$ cat src/rtl/vga_timing_pkg.sv
// Shared 480p raster timing constants and types.
//   P480_* : 640x480@60 per-axis region lengths and totals
//   CW_480P: coordinate width able to hold H_TOTAL-1 and V_TOTAL-1
//   coord_t: coordinate type at the 480p width
//   region_t: per-axis raster region, in scan order
package vga_timing_pkg;

  localparam int P480_H_ACTIVE = 640;
  localparam int P480_H_FP     = 16;
  localparam int P480_H_SYNC   = 96;
  localparam int P480_H_BP     = 48;
  localparam int P480_H_TOTAL  = P480_H_ACTIVE + P480_H_FP + P480_H_SYNC + P480_H_BP;

  localparam int P480_V_ACTIVE = 480;
  localparam int P480_V_FP     = 10;
  localparam int P480_V_SYNC   = 2;
  localparam int P480_V_BP     = 33;
  localparam int P480_V_TOTAL  = P480_V_ACTIVE + P480_V_FP + P480_V_SYNC + P480_V_BP;

  localparam int CW_480P = 10;

  typedef logic [CW_480P-1:0] coord_t;

  typedef enum logic [1:0] {
    REG_ACTIVE,
    REG_FRONT,
    REG_SYNC,
    REG_BACK
  } region_t;

endpackage

$ cat src/rtl/display_axis_counter.sv
// One raster axis: position counter plus ACTIVE/FRONT/SYNC/BACK region FSM.
//   clk, rst_n   : clock, asynchronous active-low reset
//   i_clr        : synchronous load of position 0 / ACTIVE (wins over i_en)
//   i_en         : advance one position
//   o_count      : registered position 0..TOTAL-1
//   o_region_nxt : region the counter enters on the next edge (lets the top
//                  register its outputs aligned with o_count)
//   o_wrap       : combinational, high when this edge takes TOTAL-1 back to 0
module display_axis_counter
  import vga_timing_pkg::*;
#(
  parameter int ACTIVE = 640,
  parameter int FP     = 16,
  parameter int SYNC   = 96,
  parameter int BP     = 48,
  parameter int CW     = 10
) (
  input  logic          clk,
  input  logic          rst_n,
  input  logic          i_clr,
  input  logic          i_en,
  output logic [CW-1:0] o_count,
  output region_t       o_region_nxt,
  output logic          o_wrap
);

  localparam int TOTAL = ACTIVE + FP + SYNC + BP;

  // Last position of each region.
  localparam logic [CW-1:0] ACT_END  = CW'(ACTIVE - 1);
  localparam logic [CW-1:0] FP_END   = CW'(ACTIVE + FP - 1);
  localparam logic [CW-1:0] SYNC_END = CW'(ACTIVE + FP + SYNC - 1);
  localparam logic [CW-1:0] TOT_END  = CW'(TOTAL - 1);

  if ((2 ** CW) < TOTAL) begin : g_width_check
    $error("display_axis_counter: CW=%0d cannot hold TOTAL-1=%0d", CW, TOTAL - 1);
  end

  logic [CW-1:0] r_count;
  region_t       r_region;
  logic [CW-1:0] w_count_nxt;
  region_t       w_region_nxt;
  logic          w_wrap;

  always_comb begin
    w_count_nxt  = r_count;
    w_region_nxt = r_region;
    w_wrap       = 1'b0;
    if (i_clr) begin
      w_count_nxt  = '0;
      w_region_nxt = REG_ACTIVE;
    end else if (i_en) begin
      if (r_count == TOT_END) begin
        w_count_nxt = '0;
        w_wrap      = 1'b1;
      end else begin
        w_count_nxt = r_count + 1'b1;
      end
      case (r_region)
        REG_ACTIVE: if (r_count == ACT_END)  w_region_nxt = REG_FRONT;
        REG_FRONT:  if (r_count == FP_END)   w_region_nxt = REG_SYNC;
        REG_SYNC:   if (r_count == SYNC_END) w_region_nxt = REG_BACK;
        default:    if (r_count == TOT_END)  w_region_nxt = REG_ACTIVE;
      endcase
    end
  end

  always_ff @(posedge clk or negedge rst_n) begin
    if (!rst_n) begin
      r_count  <= '0;
      r_region <= REG_ACTIVE;
    end else begin
      r_count  <= w_count_nxt;
      r_region <= w_region_nxt;
    end
  end

  assign o_count      = r_count;
  assign o_region_nxt = w_region_nxt;
  assign o_wrap       = w_wrap;

endmodule

$ cat src/rtl/display_timings_480p.sv
// 640x480@60 raster timing generator on the pixel clock.
//   clk_pixel   : pixel clock
//   reset       : asynchronous active-low reset
//   clk_locked  : PLL lock; low holds every output at its reset value
//   sx, sy      : current column / line
//   de          : visible-area data enable
//   hsync/vsync : syncs, asserted level set by H_SYNC_POL / V_SYNC_POL
//   line_start  : strobe at sx==0 of every line
//   frame_start : strobe at (0,0)
//   frame_count : frames started since lock (first frame reads 1), wraps
// All outputs are registered and describe the same (sx,sy) in a given cycle.
module display_timings_480p
  import vga_timing_pkg::*;
#(
  parameter int   H_ACTIVE   = P480_H_ACTIVE,
  parameter int   H_FP       = P480_H_FP,
  parameter int   H_SYNC     = P480_H_SYNC,
  parameter int   H_BP       = P480_H_BP,
  parameter int   V_ACTIVE   = P480_V_ACTIVE,
  parameter int   V_FP       = P480_V_FP,
  parameter int   V_SYNC     = P480_V_SYNC,
  parameter int   V_BP       = P480_V_BP,
  parameter logic H_SYNC_POL = 1'b0,
  parameter logic V_SYNC_POL = 1'b0,
  parameter int   CW         = CW_480P
) (
  input  logic          clk_pixel,
  input  logic          reset,
  input  logic          clk_locked,
  output logic [CW-1:0] sx,
  output logic [CW-1:0] sy,
  output logic          de,
  output logic          hsync,
  output logic          vsync,
  output logic          line_start,
  output logic          frame_start,
  output logic [15:0]   frame_count
);

  logic        r_running;
  logic        r_de;
  logic        r_hsync;
  logic        r_vsync;
  logic        r_line_start;
  logic        r_frame_start;
  logic [15:0] r_frame_count;

  region_t w_h_region_nxt;
  region_t w_v_region_nxt;
  logic    w_h_wrap;
  logic    w_v_wrap;
  logic    w_clr;
  logic    w_ls_nxt;
  logic    w_fs_nxt;

  // Counters sit at (0,0) while unlocked, and the first locked edge loads
  // (0,0) rather than advancing, so the first pixel appears one edge after lock.
  assign w_clr = ~clk_locked | ~r_running;

  display_axis_counter #(
    .ACTIVE (H_ACTIVE),
    .FP     (H_FP),
    .SYNC   (H_SYNC),
    .BP     (H_BP),
    .CW     (CW)
  ) u_h (
    .clk          (clk_pixel),
    .rst_n        (reset),
    .i_clr        (w_clr),
    .i_en         (1'b1),
    .o_count      (sx),
    .o_region_nxt (w_h_region_nxt),
    .o_wrap       (w_h_wrap)
  );

  display_axis_counter #(
    .ACTIVE (V_ACTIVE),
    .FP     (V_FP),
    .SYNC   (V_SYNC),
    .BP     (V_BP),
    .CW     (CW)
  ) u_v (
    .clk          (clk_pixel),
    .rst_n        (reset),
    .i_clr        (w_clr),
    .i_en         (w_h_wrap),
    .o_count      (sy),
    .o_region_nxt (w_v_region_nxt),
    .o_wrap       (w_v_wrap)
  );

  // Strobes fire on the start-up load and on each wrap.
  assign w_ls_nxt = clk_locked & (~r_running | w_h_wrap);
  assign w_fs_nxt = clk_locked & (~r_running | w_v_wrap);

  // Registered from the counters' next-state so they line up with sx/sy.
  always_ff @(posedge clk_pixel or negedge reset) begin
    if (!reset) begin
      r_running     <= 1'b0;
      r_de          <= 1'b0;
      r_hsync       <= ~H_SYNC_POL;
      r_vsync       <= ~V_SYNC_POL;
      r_line_start  <= 1'b0;
      r_frame_start <= 1'b0;
      r_frame_count <= '0;
    end else begin
      r_running     <= clk_locked;
      r_de          <= clk_locked & (w_h_region_nxt == REG_ACTIVE)
                                  & (w_v_region_nxt == REG_ACTIVE);
      r_hsync       <= (clk_locked && (w_h_region_nxt == REG_SYNC)) ? H_SYNC_POL : ~H_SYNC_POL;
      r_vsync       <= (clk_locked && (w_v_region_nxt == REG_SYNC)) ? V_SYNC_POL : ~V_SYNC_POL;
      r_line_start  <= w_ls_nxt;
      r_frame_start <= w_fs_nxt;
      if (!clk_locked) begin
        r_frame_count <= '0;
      end else if (w_fs_nxt) begin
        r_frame_count <= r_frame_count + 16'd1;
      end
    end
  end

  assign de          = r_de;
  assign hsync       = r_hsync;
  assign vsync       = r_vsync;
  assign line_start  = r_line_start;
  assign frame_start = r_frame_start;
  assign frame_count = r_frame_count;

endmodule
$ cat config.mk
export PLATFORM = sky130hd
export DESIGN_NAME = display_timings_480p
export DESIGN_NICKNAME = d
export VERILOG_FILES = /design/src/rtl/vga_timing_pkg.sv /design/src/rtl/display_axis_counter.sv /design/src/rtl/display_timings_480p.sv
export SDC_FILE = /design/constraint.sdc
export NUM_CORES = 1
export LEC_CHECK = 0
export ABC_CLOCK_PERIOD_IN_PS = 3130
export CAP_MARGIN = 10
export CORE_MARGIN = 5
export CORE_UTILIZATION = 50
export DETAILED_ROUTE_END_ITERATION = 6
export HOLD_SLACK_MARGIN = 0.08
export PLACE_DENSITY_LB_ADDON = 0.1
export SYNTH_ARGS = -nofsm -noshare
export SYNTH_HDL_FRONTEND = slang
export SYNTH_SLANG_ARGS = --single-unit
$ cat constraint.sdc
create_clock -name clk_pixel -period 3.13 [get_ports clk_pixel]
set_input_delay 0.626 -clock clk_pixel [delete_from_list [all_inputs] [get_ports clk_pixel]]
set_output_delay 0.626 -clock clk_pixel [all_outputs]
set_load 0.05 [all_outputs]
# Yosys cells after proc, flatten, opt, wreduce, memory -nomap -nowiden

Cells that the tools add are included.
Widths: inputs -> output; s select.

Flip-flop bits (word level): 46
Input bits: 3
Output and inout bits: 41
Word-level logic and storage cells: 72

$add $sub $neg: 3
Equal/unequal tests: 15
Muxes and demuxes: 27
Bitwise logic cells: 9
Reductions and logical operators: 7

Operator list:

| cell                  | count |
|---|---|
| $eq 10x10->1 const B  | 5 |
| $mux 10               | 5 |
| $mux 16               | 2 |
| $eq 10x9->1 const B   | 3 |
| $mux 2                | 11 |
| $add 10x1->10 const B | 2 |
| $add 16x1->16 const B | 1 |
| $pmux 2 s3            | 2 |
| $eq 2x2->1 const B    | 4 |
| $logic_not 2->1       | 4 |
| $mux 1                | 7 |
| $and 1x1->1           | 4 |
| $eq 2x1->1 const B    | 2 |
| $or 1x1->1            | 3 |
| $logic_and 1x1->1     | 2 |
| $ne 2x1->1 const B    | 1 |
| $not 1->1             | 2 |
| $reduce_bool 2->1     | 1 |

# Longest topological paths before layout

Depth after elaboration: 9
Gate-level depth with buffers: 8
Mapped depth without buffers: 6

# Cells and area by module

From an unflattened synthesis, not the netlist that was laid out.

Cell total of the unflattened synthesis: 240
Area total of the unflattened synthesis: 2,424.8 um^2

By module, submodules not included:

| module                     | instances | cells an instance | area each (um^2) | sequential area each (um^2) |
|---|---|---|---|---|
| display_timings_480p       | 1         | 98                | 1,021.0          | 553.0 |
| display_axis_counter (u_v) | 1         | 72                | 723.2            | 300.3 |
| display_axis_counter (u_h) | 1         | 70                | 680.7            | 300.3 |

# Worst setup path after synthesis

No wires, ideal clock.

Path type: register -> register
Start point: reg u_h.r_count[0], in the netlist u_h.o_count[0]
End point: reg u_v.r_count[8], in the netlist u_v.o_count[8]
Setup time: 65 ps
Data arrival time: 2,458 ps
Data required time: 3,065 ps
Setup slack: 607 ps
Cell stages (with the launch flop): 9
Path buffers: 2
Clock period less this slack: 2,523 ps
Cell sequence: dfrtp_1 -> ha_1 -> nand3_1 -> or3_4 -> or3_1 -> buf_2 -> buf_6 -> nor4_4 -> a21o_1

Longest elaborated chain between the ends: 4

Ends and longest elaborated chain:

| item                               | line                       | source |
|---|---|---|
| start, declared                    | display_axis_counter.sv:39 | `logic [CW-1:0] r_count;` |
| start signal, assigned             | display_axis_counter.sv:73 | `r_count <= w_count_nxt;` |
| $eq 10x10->1                       | display_axis_counter.sv:53 | `if (r_count == TOT_END) begin` |
| $mux 1                             | display_axis_counter.sv:53 |  |
| $mux 1                             | display_axis_counter.sv:49 | `if (i_clr) begin` |
| $reduce_bool 2->1 (no source line) | --                         |  |
| end signal, assigned               | display_axis_counter.sv:73 |  |
| end, declared                      | display_axis_counter.sv:39 |  |

No other way between the ends.
A chain may end at the register's enable or synchronous reset.

# Final worst setup path

Start point: reg u_h.r_count[5], in the netlist u_h.o_count[5]
End point: reg r_frame_count[5], in the netlist frame_count[5]

Longest elaborated chain between the ends: 8

Ends and longest elaborated chain:

| item                        | line                        | source |
|---|---|---|
| $eq 10x10->1                | display_axis_counter.sv:53  |  |
| $mux 1                      | display_axis_counter.sv:53  |  |
| $mux 1                      | display_axis_counter.sv:49  |  |
| $mux 1                      | display_axis_counter.sv:52  | `end else if (i_en) begin` |
| $mux 1                      | display_axis_counter.sv:49  |  |
| $or 1x1->1                  | display_timings_480p.sv:94  | `assign w_fs_nxt = clk_locked & (~r_running \| w_v_wrap);` |
| $and 1x1->1                 | display_timings_480p.sv:94  |  |
| $ne 2x1->1 (no source line) | --                          |  |
| end signal, assigned        | display_timings_480p.sv:117 | `r_frame_count <= r_frame_count + 16'd1;` |
| end, declared               | display_timings_480p.sv:46  | `logic [15:0] r_frame_count;` |

No other way between the ends.

==> summary.md <==
| Metric | Value |
|---|---|
| Routed len/inst | 15.9 um |
| Final setup fails | 0 |
| H-tree depth | 2 |
| Pin count of the biggest net entering global routing | 47 |
| Final Instance Area | approximately 3000 um2 |
| Synth cell types | 46 |
| Die W | between 70 and 80 um |
| Required @ worst endpoint | between 3 and 4 ns |
| Vias per cell | around 6 |
| Nets | 294 |
| Fin crit share | 80.6% |
| Critical setup path kind | reg -> reg |
| Top cell types by occurrence after synthesis | dfrtp_1, nor2_1, a21oi_1, o21ai_0 |
| HPWL Detailed | between 3000 and 4000 um |
| CTS Buf Count | 5 |
| Core area | 4690 um2 |
| Ys async rst share | between 90% and 100% |
| Yosys reg bits | 46 |
| Grt peak-use layer | met2 |
| GRT Total Usage | between 10% and 20% |
| Endpoints failing hold | 0 |
| Area Growth Syn to Fin | 24.9% |
| Syn_area_per_cell | between 9 and 10 um2 |
| Post-CTS Hold Buffers | 0 |
| Congestion Overflow GR | 0 |
| Yosys top cell area share | ~46% |
| Vias in the first global route | roughly 1900 |
| CP Max Fanout | 20 |
| IO Pins | 44 |
| Main area contributors after synthesis | dfrtp_1, a21oi_1, nor2_1 |
| # fillers | ~380 |
| Status | complete, no violations |
| Gpl congestion | between 0.7 and 0.8 |
| Chip height | a little under 80 um |
| PwrDens | between 400 and 500 nW/um2 |
| Min Clock Period, post-route | approximately 2.5 ns |
| Setup Skew | between 0.01 and 0.015 ns |
| Critical R2R Launch | u_h.o_count[5] |
| Drt first pass iters | 4 |
| Initial antenna violation count | 0 |
| CP arrival | 2.74 ns |
| Crit path capture type | flop |
| Worst-margin pin slew | 1.01 ns |
| Met3 GRT Util | approximately 3.2% |
| Routed WL | between 5000 and 6000 um |
| Syn Nets | about 250 |
| Worst setup startpoint | u_h.o_count[5] |
| Non-Filler Instances | approximately 340 |
| Leak Pwr | 1.23 nW |
| RSZ-0062 raised after global routing | false |
| Most common cell in the netlist | dfrtp_1 |
| Pins Over Slew Limit | 0 |
| Max VDD drop | between 0.0002 and 0.0003 V |
| Max frequency | 397 MHz |
| Synth Instances | 244 |
| Top_reg_cell synth | dfrtp_1 |
| Initial Util | approximately 50% |
| Clk_lat worst skew | 0.30 ns |
| Min-Delay Path Class | in -> async |
| Port Buffer Count | 43 |
| Post-Syn Area | 2400 um2 |
| Number of max-cap violations | 0 |
| Register area share after synthesis | between 40% and 50% |
| GR Layer Usage met2 | around 30% |
| Die ar. | roughly 6300 um2 |
| Placed Cells | around 330 |
| Hold_ws | a little under 0.5 ns |
| Slew margin rel. | around 33% |
| Met1 Use GR | between 20 and 25% |
| Ratio of cells with drive above 1 in the final layout | approximately 7.3% |
| Post-synth top area cell | dfrtp_1 |
| Total number of vias | ~2000 |
| Worst-case clock buffer depth | 2 |
| EDFF count, synth | 0 |
| Final ANT Viol Nets | 0 |
| Setup Buffers After CTS | 0 |
| First-pass GRT wire length | around 9200 um |
| Clk slew on worst S/H paths | roughly 0.090 ns |
| CP Launch Type | flop |
| # clock sinks | between 40 and 50 |
| Post-CTS sizing | 0 |
| # diodes | 0 |
| CTS Root Cell | clkbuf_8 |
| YS warnings | 0 |
| Row count | 25 |
| Setup_tns | 0 ns |
| TritonCTS clock tree | built |
| # DRC | 0 |
| Placed inst area | about 2900 um2 |
| DRT iter0 DRCs | 165 |
-- worst paths after layout --
kind | end | slack, ns | cells past startpoint
hold reg to reg | line_start | 0.52 | 1
max in group asynchronous | frame_count[14] | 2.00 | 1
setup reg to reg | frame_count[5] | 0.61 | 6
hold / removal | frame_count[9] | 0.49 | 1
min in group clk_pixel | line_start | 0.52 | 1
setup / recovery | frame_count[5] | 0.61 | 6
-- critical path, stage by stage, from the launching register on --
cell     delay [ns]
dfrtp_1        0.49
or3b_4         0.45
nor3_2         0.31
a31oi_2        0.39
buf_4          0.31
or3_1          0.34
a21oi_1        0.14
-- flip-flops by register name, indices dropped and copies added (netlist names) --
name          flops
u_h.r_region      2
u_v.o_count      10
hsync             1
u_v.r_region      2
de                1
u_h.o_count      10
frame_count      16
line_start        1
vsync             1
r_running         1
frame_start       1
-- per-stage QoR --
| step | worst slack [ns] | util (%) | power, mW |
|---|---|---|---|
| floorplan | 0.607 | - | 0.660 |
| CTS | 0.627 | 64.0 | 1.23 |
| detailed placement | 0.615 | 61.0 | 0.694 |
| global placement | 0.691 | 61.0 | 0.693 |
| global route | 0.367 | 64.0 | 1.27 |
| finish | 0.608 | 64.0 | 1.22 |
-- cells in the final DEF, fill, tap and decap left out, types with 2 or more instances in the layout --
| cell | count |
|---|---|
| a21o_1 | 7 |
| clkdlybuf4s50_1 | 42 |
| o21ai_0 | 15 |
| and2_1 | 2 |
| nor4bb_1 | 2 |
| nand3_1 | 13 |
| a31oi_1 | 2 |
| nor3_1 | 3 |
| inv_1 | 9 |
| xnor2_1 | 6 |
| and4_1 | 3 |
| nand2_1 | 13 |
| nor4_1 | 2 |
| nor3b_1 | 3 |
| dfstp_2 | 2 |
| or3_1 | 7 |
| nor4b_1 | 2 |
| or4_1 | 8 |
| bufinv_16 | 2 |
| nor2_1 | 20 |
| a21oi_1 | 15 |
| nand4_1 | 8 |
| xor2_1 | 4 |
| ha_1 | 5 |
| nand2b_1 | 3 |
| and3_1 | 10 |
| dfrtp_1 | 44 |
| clkbuf_8 | 6 |
| o21ba_2 | 2 |
| o31ai_1 | 8 |
-- cell type report --
type	instances	area, um2	area share, %
flip-flops and latches	46	1150	38.4
multi-input cells	179	1170	38.9
clock inverters	2	60.1	2.00
clock buffers	6	82.6	2.75
repair buffers	44	433	14.4
inverters	10	37.5	1.25
well taps	54	67.6	2.25
-- power breakdown --
| part | internal [mW] | switching, mW |
|---|---|---|
| Clock | 0.340 | 0.196 |
| Sequential | 0.600 | 0.00620 |
| Combinational | 0.0193 | 0.0552 |
-- metal layers --
metal | up-vias | wire, um
li1 | 986 | -
met1 | 998 | 2450
met2 | 53 | 2670
met3 | 9 | 221
met4 | 0 | 85
met5 | - | 0
-- kinds of logic (layout without fill, tap and decap cells) --
family | count (synthesis) | after routing | synth area share, %
AOI/OAI and AO/OA | 56 | 56 | 14.8
xor gates and xnor gates | 10 | 10 | 3.64
adders and majority gates | 5 | 5 | 2.60
buffers and inverters | 19 | 62 | 3.64
DFF | 46 | 46 | 48.0
muxes | 1 | 1 | 0.416
and+or+nand+nor | 107 | 107 | 27.0
No activity file was read; power rests on OpenSTA's default activity.
==> edit 1, RTL diff (config.mk and constraints unchanged) <==
The parameter `V_SYNC_POL` goes from 1'b0 to 1'b1.
--- a/src/rtl/display_timings_480p.sv
+++ b/src/rtl/display_timings_480p.sv
@@ -21,7 +21,7 @@
   parameter int   V_SYNC     = P480_V_SYNC,
   parameter int   V_BP       = P480_V_BP,
   parameter logic H_SYNC_POL = 1'b0,
-  parameter logic V_SYNC_POL = 1'b0,
+  parameter logic V_SYNC_POL = 1'b1,
   parameter int   CW         = CW_480P
 ) (
   input  logic          clk_pixel,
Formal check against the unedited RTL: not equivalent (Yosys sat finds a counterexample within 4 cycles, from zero or initial values and one cycle with reset low).
==> edit 1 against the unedited design <==
- global-route usage is 0.37 points higher
- cell count increased by 7.6%
- cell area fell by 0.12%
- critical endpoint is now frame_count[3]$_DFFE_PN0P_
- combinational power decreased by 1%
- sequential share of layout area is essentially flat
- first-iteration DRC count fell by 58%
- largest cell class unchanged
- routed wire length decreased by 0.83%
- hold slack better by 8.6 ps
- clock skew down 3.8 ps
- sequential cell count unchanged
- setup slack worse by 220 ps
- synthesized area rose by 0.73%
- total power down 13%
==> edit 1: results (changes against the unedited design) <==
- The static leakage was 1.15 nW (was 1.23 nW).
- The synthesized-area fraction occupied by ao, oa, aoi and oai cells is 15.8% (was 14.8%).
- Most instantiated cells after synthesis: 45 x dfrtp_1, 21 x nor2_1, 20 x a21oi_1, 17 x nand3_1, 16 x o21ai_0 (was 44 x dfrtp_1, 20 x nor2_1, 15 x a21oi_1, 15 x o21ai_0).
- The critical-path maximum fanout came to 25 (was 20).
- The proportion of layout cells with a drive suffix above 1 came to 6.67% (was 7.32%).
- The via density per instance is 5.75 (was 6.00).
- The detailed-placement wirelength estimate is 3.72 mm (was 3.74 mm).
- The DRC violation total after the first TritonRoute iteration came to 69 (was 165).
- The setup slack after placement came to 372 ps (was 615 ps).
- The worst setup slack for register-to-register paths came to 390 ps (was 610 ps).
- Status: complete, no violations (unchanged).
- The reg-to-reg critical path endpoint is frame_count[3]$_DFFE_PN0P_ (was frame_count[5]$_DFFE_PN0P_).
- The XOR/XNOR share of the synthesized area is 3.62% (was 3.64%).
- The placed instance count is 359 (was 333).
- The post-synthesis share of cell area spent on full adders, half adders and majority gates came to 2.58% (was 2.60%).
- Ranking of synthesized cells by area: dfrtp_1 46%, a21oi_1 4.1%, nand3_1 3.5% (was dfrtp_1 46%, a21oi_1 3.1%, nor2_1 3.1%).
- The die area is 0.00634 mm² (was 0.00630 mm²).
- The number of global-route vias before repair is 2008 (was 1937).
- The global-route total usage across every layer is 18.6% (was 18.3%).
- The placer's final routability congestion estimate is 0.868 (was 0.790).
- The multiplexer share of the synthesized area is 0.826% (was 0.416%).
- The count of distinct cell types in the synthesized netlist is 42 (was 46).
- The worst-case vdd ir drop came to 0.234 mV (was 0.254 mV).
- The instance count of the mapped netlist is 255 (was 244).
- The worst reg2reg path startpoint is u_v.o_count[8]$_DFFE_PN0P_ (was u_h.o_count[5]$_DFF_PN0_).
- The arrival time at the worst endpoint came to 2960 ps (was 2740 ps).
- The final setup skew is 6.74 ps (was 10.6 ps).
- The net count reported at finish is 307 (was 294).
## edit 1: changes by cell type after synthesis, moves of 3 or more
cell / before / now
and3_1: 10 / 5
a21o_1: 7 / 0
inv_1: 9 / 13
nand3_1: 13 / 17
nor3b_1: 3 / 0
a21oi_1: 15 / 20
a211oi_1: 0 / 4
and4_1: 3 / 0
## edit 1: stage by stage
stage,utilization (%),cell area [µm²],hold slack (ps)
finish,63.5,3000,495
global route,63.5,3000,579
CTS,63.5,3000,529
detailed placement,61.6,2910,514
global placement,61.6,2910,514
floorplan,-,2420,330
## edit 1: kinds of logic after synthesis
kind of cell             Yosys count
XOR/XNOR                          10
buffers and inverters             23
AND/OR/NAND/NOR                  107
AO/OA/AOI/OAI                     62
flip-flops                        46
multiplexers                       2
adder cells (fa/ha/maj)            5
## edit 1: final cells by class
cell class / count / area, µm²
multi-input cells: 186 / 1170
clock buffers: 7 / 86.3
clock inverters: 1 / 5.00
repair buffers: 46 / 448
fillers: 421 / 1720
well taps: 67 / 83.8
inverters: 14 / 52.6
flip-flops and latches: 46 / 1150
## edit 1: worst max-delay path, cell delays in order (launching register included)
cell     delay [ps]
dfrtp_1         470
or4b_4          580
nor4_4          350
a31oi_2         460
buf_4           320
or3_1           340
a21oi_1         140
## edit 1: routing by layer
layer	share of wire, %	global-route usage (%)	wire length, µm	up-vias
met5	0	0	0	-
met4	1.1	5.50	59	0
met3	4.7	4.63	252	6
met2	49	31.9	2660	42
met1	45	23.1	2410	1033
li1	-	-	-	1028
## edit 1: worst max path at each step
| stage | from | end | cells after the start | slack [ps] |
|---|---|---|---|---|
| final | u_v.o_count[8]$_DFFE_PN0P_ | frame_count[3]$_DFFE_PN0P_ | 6 | 390 |
| after global routing | u_v.o_count[8]$_DFFE_PN0P_ | frame_count[12]$_DFFE_PN0P_ | 5 | 190 |
| after CTS | u_v.o_count[8]$_DFFE_PN0P_ | frame_count[3]$_DFFE_PN0P_ | 6 | 370 |
| after detailed placement | u_v.o_count[8]$_DFFE_PN0P_ | frame_count[3]$_DFFE_PN0P_ | 6 | 370 |
| after global placement | u_v.o_count[8]$_DFFE_PN0P_ | frame_count[3]$_DFFE_PN0P_ | 6 | 460 |
| after floorplan | u_h.o_count[0]$_DFF_PN0_ | u_v.o_count[9]$_DFFE_PN0P_ | 7 | 500 |
## edit 1: power breakdown
| part | switching (W) | total, W | internal, W |
|---|---|---|---|
| Clock | 0.000194 | 0.000373 | 0.000178 |
| Combinational | 0.0000548 | 0.0000735 | 0.0000186 |
| Sequential | 0.00000735 | 0.000608 | 0.000600 |
==> edit 2, RTL diff (same settings) <==
Without the edit above. Make the reset (`reset` and `rst_n`) synchronous in 2 clocked blocks. Comments in the files are not updated.
--- a/src/rtl/display_axis_counter.sv
+++ b/src/rtl/display_axis_counter.sv
@@ -65,7 +65,7 @@
     end
   end
 
-  always_ff @(posedge clk or negedge rst_n) begin
+  always_ff @(posedge clk) begin
     if (!rst_n) begin
       r_count  <= '0;
       r_region <= REG_ACTIVE;
--- a/src/rtl/display_timings_480p.sv
+++ b/src/rtl/display_timings_480p.sv
@@ -94,7 +94,7 @@
   assign w_fs_nxt = clk_locked & (~r_running | w_v_wrap);
 
   // Registered from the counters' next-state so they line up with sx/sy.
-  always_ff @(posedge clk_pixel or negedge reset) begin
+  always_ff @(posedge clk_pixel) begin
     if (!reset) begin
       r_running     <= 1'b0;
       r_de          <= 1'b0;
Check against the original RTL: differs if reset is asserted again (counterexample within 4 cycles, from zero or initial values and one cycle with reset low); with reset held inactive, the same outputs for 10 cycles.
==> edit 2 against the unedited design <==
- cell area shrank 11%
- register-to-register slack gained 120 ps
- setup slack gained 23 ps
- total power shrank 18%
- sequential cell count is the same
- count of clock-buffer cells in the layout grew 1
- routed wire length shrank 19%
- synthesized area shrank 12%
- critical endpoint is now frame_count[11]$_SDFFE_PN0P_
==> edit 2: results (changes against the unedited design) <==
- Status: complete, no violations (unchanged).
- The average instance area after synthesis came to 8.59 µm² (was 9.86 µm²).
- The net switching share of the total power is 21.9% (was 21.1%).
- The proportion of layout cells with a drive suffix above 1 is 4.84% (was 7.32%).
- The number of global-route vias before repair came to 1623 (was 1937).
- The critical-path maximum fanout is 6 (was 20).
- The count of distinct cell types in the synthesized netlist is 42 (was 46).
- The placed instance count came to 331 (was 333).
- Most instantiated cells after synthesis: 46 x dfxtp_1, 44 x nor2_1, 17 x xnor2_1 (was 44 x dfrtp_1, 20 x nor2_1, 15 x a21oi_1, 15 x o21ai_0).
- The worst-case vdd ir drop is 0.214 mV (was 0.254 mV).
- The global-route wire length before repair was 7.34 mm (was 9.19 mm).
- The fraction of synthesis flops using an asynchronous set or reset pin came to 0% (was 100%).
- The global-route total usage across every layer is 16.6% (was 18.3%).
- The number of inserted filler cells in the final layout is 380 (was 381).
- The post-detailed-route wirelength per cell is 12.9 µm (was 15.9 µm).
- The static leakage is 0.859 nW (was 1.23 nW).
- The net count after synthesis is 253 (was 252).
- The reg-to-reg critical path endpoint was frame_count[11]$_SDFFE_PN0P_ (was frame_count[5]$_DFFE_PN0P_).
- The kind of cell with the highest combined delay on the critical path is simple AND/OR/NAND/NOR gates (unchanged).
- The worst reg2reg path startpoint was u_v.o_count[0]$_SDFFE_PP0N_ (was u_h.o_count[5]$_DFF_PN0_).
- The placer's final routability congestion estimate is 0.777 (was 0.790).
- The worst min-delay path class is reg -> reg (was in -> async).
- The final setup skew was 10.7 ps (was 10.6 ps).
- The worst setup slack for register-to-register paths is 730 ps (was 610 ps).
- The arrival time at the worst endpoint came to 2680 ps (was 2740 ps).
- The detailed-placement wirelength estimate is 3.22 mm (was 3.74 mm).
- The DRC violation total after the first TritonRoute iteration came to 99 (was 165).
- The count of cells along the worst register-to-register path is 8 (was 6).
- Ranking of synthesized cells by area: dfxtp_1 44%, nor2_1 7.8%, xnor2_1 7.1% (was dfrtp_1 46%, a21oi_1 3.1%, nor2_1 3.1%).
- The most instantiated flip-flop cell in the synthesis netlist is dfxtp_1 (was dfrtp_1).
- The slowest library cell on the worst path is or4_1 (was dfrtp_1).
- The final wirelength is 4.39 mm (was 5.43 mm).
- The largest net degree at the start of global routing came to 21 (was 47).
- The net count reported at finish came to 296 (was 294).
- The slew of the pin with the lowest slew margin is 503 ps (was 1010 ps).
- The H-tree level count is 2 (unchanged).
- The detailed-route via count is 1778 (was 2046).
- The worst stage delay on the critical path is 530 ps (was 490 ps).
- The post-synthesis sequential area ratio is 43.8% (was 48.0%).
[edit 2: cell families after synthesis]
family | share of synthesized area (%)
compound gates | 7.08
xor+xnor | 12.5
fa+ha+maj | 2.97
buf+inv | 4.04
flops | 43.8
mux | 0.476
simple gates | 29.2
[edit 2: how the worst max path moves through the flow]
stage	start	endpoint	slack, ps
2_1_floorplan	u_h.o_count[0]$_SDFF_PP0_	frame_count[11]$_SDFFE_PN0P_	410
3_3_place_gp	clk_locked	frame_count[11]$_SDFFE_PN0P_	350
3_5_place_dp	clk_locked	frame_count[11]$_SDFFE_PN0P_	310
4_1_cts	clk_locked	frame_count[11]$_SDFFE_PN0P_	630
5_1_grt	clk_locked	frame_count[11]$_SDFFE_PN0P_	550
6_report	clk_locked	frame_count[11]$_SDFFE_PN0P_	630
[edit 2: metrics by stage]
step           util, %  hold slack, ps  worst slack (ps)  instance area (µm²)  total power, W
3_5_place_dp      63.9             452               310                 2570        0.000651
3_3_place_gp      63.9             440               347                 2570        0.000650
2_1_floorplan        -             578               410                 2100        0.000634
5_1_grt           66.1             515               551                 2660         0.00104
4_1_cts           66.1             472               627                 2660         0.00101
6_report          66.1             467               631                 2660         0.00100
[edit 2: power groups by stage]
stage	Sequential (W)	Clock (W)	Combinational [W]
after floorplan	0.000618	0	0.0000160
after global placement	0.000606	0	0.0000440
after detailed placement	0.000607	0	0.0000445
after CTS	0.000593	0.000376	0.0000446
after global routing	0.000594	0.000402	0.0000477
final	0.000593	0.000364	0.0000440
[edit 2: final cells by class]
class,count,share of cell area [%]
clock buffer,7,3.24
timing repair buffer,46,17.0
inverter,10,1.41
multi-input combinational,179,41.2
clock inverter,1,0.188
sequential,46,34.6
tap,50,2.35
[edit 2: per-layer routing]
layer  vias up  routed length (µm)  global-route usage [%]
met1       804                2120                    23.0
met3         2                 180                    3.34
li1        936                   -                       -
met2        36                2070                    26.1
met4         0                  19                    4.74
met5         -                   0                       0
